==> src/rtl/gr8ram_phase_tracker.sv <==
// gr8ram_phase_tracker: locks to delay-gated PHI1 on C7M, produces the S1-S7 bus state,
// refresh slot with make-up debt, and /DEVSEL, /IOSEL, /IOSTRB sampling windows.
// Optional feature macro: GR8RAM_LONGCYCLE_EN (accept 8-cycle stretched periods as good).
module gr8ram_phase_tracker #(
    parameter int LOCKN   = 3,
    parameter int REFPER  = 13,
    parameter int TIMEOUT = 15
) (
    input  logic       C7M,
    input  logic       nRES,
    input  logic       PHI1,
    output logic [2:0] S,
    output logic       Locked,
    output logic       SyncErr,
    output logic       LongCyc,
    output logic       RefSlot,
    output logic [1:0] RefDebt,
    output logic       SelSample,
    output logic       StrbSample
);
    localparam int LW = $clog2(LOCKN + 1);
    localparam int RW = $clog2(REFPER);
    localparam logic [LW-1:0] LKN   = LW'(LOCKN);
    localparam logic [RW-1:0] RLAST = RW'(REFPER - 1);
    localparam logic [3:0]    TMO   = 4'(TIMEOUT);
    localparam logic [3:0]    TMO1  = 4'(TIMEOUT - 1);

    logic          phi1q;
    logic          phi0seen;
    logic [3:0]    p;
    logic [LW-1:0] lockcnt;
    logic [RW-1:0] refcnt;
    logic          rise;
    logic          load;
    logic          meas;
    logic          tmo;
    logic          good;
    logic          long_n;
    logic          bad;
    logic [4:0]    per;
    logic [2:0]    s_n;

    // edge detect, measured period and timeout/lock qualification
    always_comb begin
        rise = PHI1 & ~phi1q;
        load = rise & phi0seen;
        meas = rise & (S != 3'd0);
        per  = {1'b0, p} + 5'd1;
        tmo  = (S != 3'd0) & ~rise & (p == TMO1);
`ifdef GR8RAM_LONGCYCLE_EN
        good   = (per == 5'd7) | (per == 5'd8);
        long_n = (per == 5'd8);
`else
        good   = (per == 5'd7);
        long_n = 1'b0;
`endif
        bad  = meas & ~good;
        s_n  = tmo ? 3'd0 : load ? 3'd1 : ((S == 3'd0) | (S == 3'd7)) ? S : S + 3'd1;
    end

    assign Locked     = (lockcnt == LKN);
    assign SelSample  = Locked & ((S == 3'd4) | (S == 3'd5));
    assign StrbSample = Locked & ((S == 3'd3) | (S == 3'd4) | (S == 3'd5));

    // bus state counter, PHI1-low latch and period counter (restarts at 1 during S1)
    always_ff @(posedge C7M or negedge nRES) begin
        if (!nRES) begin
            phi1q    <= 1'b0;
            phi0seen <= 1'b0;
            S        <= 3'd0;
            p        <= 4'd0;
        end else begin
            phi1q    <= PHI1;
            phi0seen <= tmo ? 1'b0 : (phi0seen | ~PHI1);
            S        <= s_n;
            p        <= (S == 3'd1) ? 4'd1 : (p == TMO) ? p : p + 4'd1;
        end
    end

    // lock counting, one-clock sync error pulse and stretched-cycle flag
    always_ff @(posedge C7M or negedge nRES) begin
        if (!nRES) begin
            lockcnt <= '0;
            SyncErr <= 1'b0;
            LongCyc <= 1'b0;
        end else begin
            SyncErr <= tmo | bad;
            if (tmo | bad)
                lockcnt <= '0;
            else if (meas & (lockcnt != LKN))
                lockcnt <= lockcnt + LW'(1);
            if (meas)
                LongCyc <= long_n;
        end
    end

    // refresh slot scheduling; slot decided on S1 entry, held through S2, debt repaid when locked
    always_ff @(posedge C7M or negedge nRES) begin
        if (!nRES) begin
            refcnt  <= '0;
            RefSlot <= 1'b0;
            RefDebt <= 2'd0;
        end else begin
            if (S == 3'd3)
                refcnt <= (refcnt == RLAST) ? '0 : refcnt + RW'(1);
            if (load) begin
                RefSlot <= Locked & ((refcnt == '0) | (RefDebt != 2'd0));
                if ((refcnt == '0) & ~Locked & (RefDebt != 2'd3))
                    RefDebt <= RefDebt + 2'd1;
                else if ((refcnt != '0) & Locked & (RefDebt != 2'd0))
                    RefDebt <= RefDebt - 2'd1;
            end else if ((S == 3'd2) | tmo)
                RefSlot <= 1'b0;
        end
    end
endmodule

==> config.mk <==
export PLATFORM = sky130hd
export DESIGN_NAME = gr8ram_phase_tracker
export DESIGN_NICKNAME = d
export VERILOG_FILES = /design/src/rtl/gr8ram_phase_tracker.sv
export SDC_FILE = /design/constraint.sdc
export NUM_CORES = 1
export LEC_CHECK = 0
export BUFFER_PORTS_ARGS = -buffer_cell sky130_fd_sc_hd__buf_4
export CAP_MARGIN = 20
export CORE_UTILIZATION = 32
export CTS_CLUSTER_SIZE = 10
export DETAILED_ROUTE_END_ITERATION = 10
export PLACE_DENSITY = 0.59
export SLEW_MARGIN = 20
export SYNTH_ARGS = -nofsm -noshare
export SYNTH_HDL_FRONTEND = slang
export SYNTH_SLANG_ARGS = --single-unit
==> constraint.sdc <==
create_clock -name C7M -period 1.84 [get_ports C7M]
set_input_delay 0.368 -clock C7M [delete_from_list [all_inputs] [get_ports C7M]]
set_output_delay 0.368 -clock C7M [all_outputs]
set_load 0.05 [all_outputs]
Yosys cells after proc, flatten, opt, wreduce, memory -nomap -nowiden --
Cells that the tools add are included.
Word-level totals: logic and storage cells 80, output and inout bits 11, bits of input ports 3, flip-flop bits (word level) 19
Operators by class: reduce and logical (&&, ||, !) cells 9, muxes and demuxes 13, add/subtract/negate cells 7, bitwise operators 27, equality and inequality tests 15
Operators with widths (count):
- $and 1x1->1 | 14
- $eq 4x4->1 const B | 3
- $mux 4 | 3
- $eq 3x3->1 const B | 3
- $mux 3 | 3
- $add 4x1->4 const B | 2
- $mux 2 | 4
- $or 1x1->1 | 8
- $reduce_bool 2->1 | 4
- $eq 3x2->1 const B | 2
- $ne 2x2->1 const B | 3
- $add 4x1->5 const B | 1
- $eq 5x3->1 const B | 1
- $not 1->1 | 5
- $add 2x1->2 const B | 2
- $logic_not 4->1 | 1
- $reduce_bool 4->1 | 1
- $add 3x1->3 const B | 1
- $eq 3x1->1 const B | 1
- $logic_not 3->1 | 1
- $mux 1 | 3
- $ne 3x3->1 const B | 1
- $reduce_bool 3->1 | 1
- $eq 2x2->1 const B | 1
- 2 further kinds | 2

Logic depth before layout (Yosys ltp) --
word-level depth 8, gate-level depth with buffers 6, mapped depth without buffers 6

Least setup slack after synthesis --
OpenSTA, ideal clock, no wires.
path type reg-to-output, from register lockcnt[0], to output StrbSample, buffers on the path 1, stages on the path, launching flop included 5, path slack -510 ps, required time 1472 ps, data arrival time 1982 ps, cell sequence dfrtp_1 > ha_1 > clkbuf_1 > o211a_1 > a21o_1
On the way: word-level cells in the longest chain between the ends 2
RTL lines:
- from (decl) | line 31 | logic [LW-1:0] lockcnt;
- from (signal assigned) | line 91 | lockcnt <= lockcnt + LW'(1);
- $eq 2x2->1 | line 61 | assign Locked = (lockcnt == LKN);
- via Locked | line 13 | output logic Locked,
- $and 1x1->1 | line 63 | assign StrbSample = Locked & ((S == 3'd3) | (S == 3'd4) | (S == 3'd5));
- to (decl) | line 19 | output logic StrbSample
The timed path passes the listed nets, and every way through them passes these cells.

Worst setup path after layout --
from register S[0], to output StrbSample
On the way: word-level cells in the longest chain between the ends 4, elaborated cells on any way between the ends 6, those cells by class 3 x eq/ne; 3 x bitwise
RTL lines:
- from (decl) | line 12 | output logic [2:0] S,
- from (signal assigned) | line 75 | S <= s_n;
- $eq 3x2->1 / $eq 3x3->1 (equally long branches) | line 63
- $or 1x1->1 | line 63
- $or 1x1->1 (*) | line 63
- $and 1x1->1 (*) | line 63
Mark *: on every way between the ends. The rest lies on a longest branch, timed or not.

==> out/qor.csv <==
stage;metric;value;unit
routing;antenna-violating nets left;0;
setup_path;Critical-path top delay cell;dfrtp_2;
yosys;Cells after Synth;117;
placement;port bufs;12;
sta;# setup viols final;1;
sta;Slew Viols, Final;0;
setup_path;crit path kind;reg2out;
floorplan;row count;21;
setup_path;crit-path max FO;5;
floorplan;die span in y;61.1;microns
yosys;multiplexer share of the synthesized area;0.0268;
floorplan;IO Count;14;
layout;Seq. cell area;478;sq um
outcome;failing checks;negative setup slack;
yosys;largest family of logic cells by synthesized area;simple AND/OR/NAND/NOR gates;
clock_tree;clock buffer depth;2;
global_routing;largest net degree at the start of global routing;20;
sta;Worst Skew;12.8;ps
sta;Setup TNS;-34.3;ps
sta;Final Hold Vio Count;0;
layout;ANT cells;0;
yosys;synth warn;0;
floorplan;Die Footprint;3740;sq um
pwr;Leakage;0.642;nW
layout;final design utilization;0.415;
setup_path;endpoint class of the critical path;output pin;
sta;fin crit period;1870;ps
floorplan;CORE AREA;3340;sq um
pwr;Comb pwr share;0.559;
layout;leading cell type in the layout, fill and taps excluded;dfrtp_1;
setup_path;Max stage delay on crit path;450;ps
layout;Area growth syn-to-layout;23.9;%
sta;RSZ-0062 raised after global routing;yes;
yosys;register area share after synthesis;0.425;
layout;Layout Nets;152;
setup_path;worst setup path startpoint;S[0]$_DFFE_PN0P_;
routing;DRC errors left;0;
clock_tree;Clock Pin Slew Worst Setup and Hold Paths;120;ps
routing;1st-pass router iterations;4;
placement;hpwl dp;1630;microns
pwr;Peak VDD IR;444;uV
yosys;compound-cell area share of the yosys netlist;0.150;
clock_tree;Root Buffer;clkbuf_4;
worst_hold_path;worst min path class;in2reg;
pwr;Switching Share;0.473;
placement;gp weighted congestion;0.732;
layout;commonest cells after routing, fill and taps aside;dfrtp_1, buf_4, nor2_1;
routing;drt initial violations;31;
setup_path;RR Startpoint;S[0]$_DFFE_PN0P_;
job;max-cap violation count;0;
yosys;Adder-Cell Fraction of Synth Area;0.123;
pwr;Flop pwr share;0.347;
layout;fillers;351;
global_routing;GRT overflow;0;
clock_tree;CTS tree;yes;
floorplan;Initial Utilization;0.335;
sta;final worst-path cycle share;1.02;
global_routing;global-route wire length before repair;3700;microns
yosys;synthesized net count;131;
yosys;Synth Cell Area;1120;sq um
pwr;Power per Cell Area;1660;nW/um^2
clock_tree;maximum level of the CTS H-tree;1;
yosys;XOR/XNOR Fraction of Synth Area;0.0235;
pwr;NetSw;0.00109;W
setup_path;Critical Path Source Type;register;
layout;Multi-input gate area;646;sq um
yosys;Unique masters post-synth;35;
yosys;Yosys reg bits;19;
routing;Avg Vias per Cell;4.80;
yosys;post-synthesis simple-gate area fraction;0.208;
global_routing;vias in the first global route;836;
setup_path;CP Data Arrival Time;1510;ps
setup_path;crit-path cells;ha_2 > o211a_4 > a21o_4 > buf_8;
yosys;Syn Area/Cell;9.56;sq um
global_routing;GRT Total Usage;0.136;
clock_tree;cts bufs inserted;3;
routing;WL/cell;12.4;microns
sta;setup slack after layout;-34.3;ps
clock_tree;total clock sinks;19;
setup_path;WP data required;1470;ps
worst_hold_path;hold path start;PHI1;
outcome;status;finished with violations;
pwr;Pint;0.00122;W
placement;DP Worst Slack;172;ps
global_routing;initial antenna violation count;0;
routing;via count;878;
layout;layout cells sized above 1;0.263;
sta;FMAX;534;MHz
clock_tree;worst skew pair latency;300;ps
pwr;Clk pwr share;0.094;
floorplan;DIE WIDTH;61.1;microns
routing;DRT Wirelength;2280;microns
## worst paths after layout
path / cells past startpoint / to / slack, ps
min in group asynchronous: 2 / refcnt[0]$_DFFE_PN0N_ / 460
worst min register to register: 2 / phi0seen$_DFF_PN0_ / 540
worst max register to register: 7 / lockcnt[0]$_DFFE_PN0P_ / 150
max in group asynchronous: 2 / S[1]$_DFFE_PN0P_ / 1140
worst max-delay path: 4 / StrbSample / -30
worst min-delay path: 1 / phi1q$_DFF_PN0_ / 190
## layout make-up
| cell class | instances | share of cell area |
|---|---|---|
| inverters | 9 | 0.0244 |
| clock buffers | 4 | 0.0190 |
| multi-input cells | 87 | 0.466 |
| well taps | 46 | 0.0415 |
| repair buffers | 18 | 0.105 |
| flip-flops and latches | 19 | 0.345 |
## synthesized netlist by cell type, drive strengths merged
master | n | area (sq um)
inv | 9 | 33.8
conb | 1 | 3.75
nor2 | 10 | 40.0
nand2b | 3 | 18.8
xor2 | 1 | 8.76
a21oi | 8 | 40.0
nand3 | 7 | 35.0
a21o | 2 | 15.0
o211a | 1 | 10.0
and3 | 1 | 6.26
o22ai | 1 | 6.26
o21ai | 10 | 50.1
nor2b | 3 | 21.3
buf | 1 | 7.51
and3b | 1 | 8.76
a31oi | 1 | 6.26
or3 | 2 | 17.5
xnor2 | 2 | 17.5
or3b | 1 | 8.76
nor3 | 3 | 15.0
clkbuf | 1 | 3.75
dfrtp | 19 | 475
nand3b | 1 | 7.51
mux2i | 3 | 30.0
o41ai | 2 | 25.0
nand2 | 7 | 26.3
a211oi | 2 | 15.0
and4bb | 1 | 12.5
ha | 11 | 138
nor3b | 2 | 15.0
## state kept, by name (all words and copies together) (netlist names), 2 cells and up
| register | cells |
|---|---|
| p | 4 |
| refcnt | 4 |
| S | 3 |
| RefDebt | 2 |
| lockcnt | 2 |
## layer usage
metal | vias up | track usage | part of all wire
met3 | 4 | 0.0273 | 0.025
li1 | 447 | - | -
met4 | 0 | 0.0487 | 0.011
met2 | 9 | 0.231 | 0.48
met1 | 418 | 0.172 | 0.49
met5 | - | 0 | 0
## critical path, delay by kind of cell (launching register included)
family | cells | cell delay, ps
AO/OA/AOI/OAI | 2 | 410
buffers and inverters | 1 | 140
flip-flops | 1 | 450
adder cells (fa/ha/maj) | 1 | 210
## what timing repair did
| action | 4_1_cts | 5_1_grt |
|---|---|---|
| hold buffers | 1 | 0 |
| resized for setup | 9 | 1 |
| pin swaps | 1 | 1 |
| endpoints found under the hold margin | 19 | 0 |
| setup buffers | 3 | 1 |
| endpoints found under the setup margin | 1 | 2 |
## power by group through the flow
stage,clock [W],sequential [W],combinational (W)
6_report,0.000217,0.000801,0.00129
5_1_grt,0.000244,0.000831,0.00145
4_1_cts,0.000225,0.000789,0.00126
3_5_place_dp,0,0.000797,0.00116
3_3_place_gp,0,0.000783,0.00113
2_1_floorplan,0,0.000948,0.000699
## metrics by stage
step                      area [sq um]  power, W  hold slack, ps  std cells
final                             1390   0.00231             193        183
after global placement            1280   0.00192             258        174
after global routing              1390   0.00253             180        183
after detailed placement          1280   0.00196             263        174
after floorplan                   1140   0.00165            72.4        117
after CTS                         1370   0.00228             189        182
## cells by family after synthesis
group / Yosys count
adder cells (fa/ha/maj): 11
buffers and inverters: 11
flip-flops: 19
other: 1
multiplexers: 3
XOR/XNOR: 3
AO/OA/AOI/OAI: 27
AND/OR/NAND/NOR: 42
No activity file was read; power rests on OpenSTA's default activity.
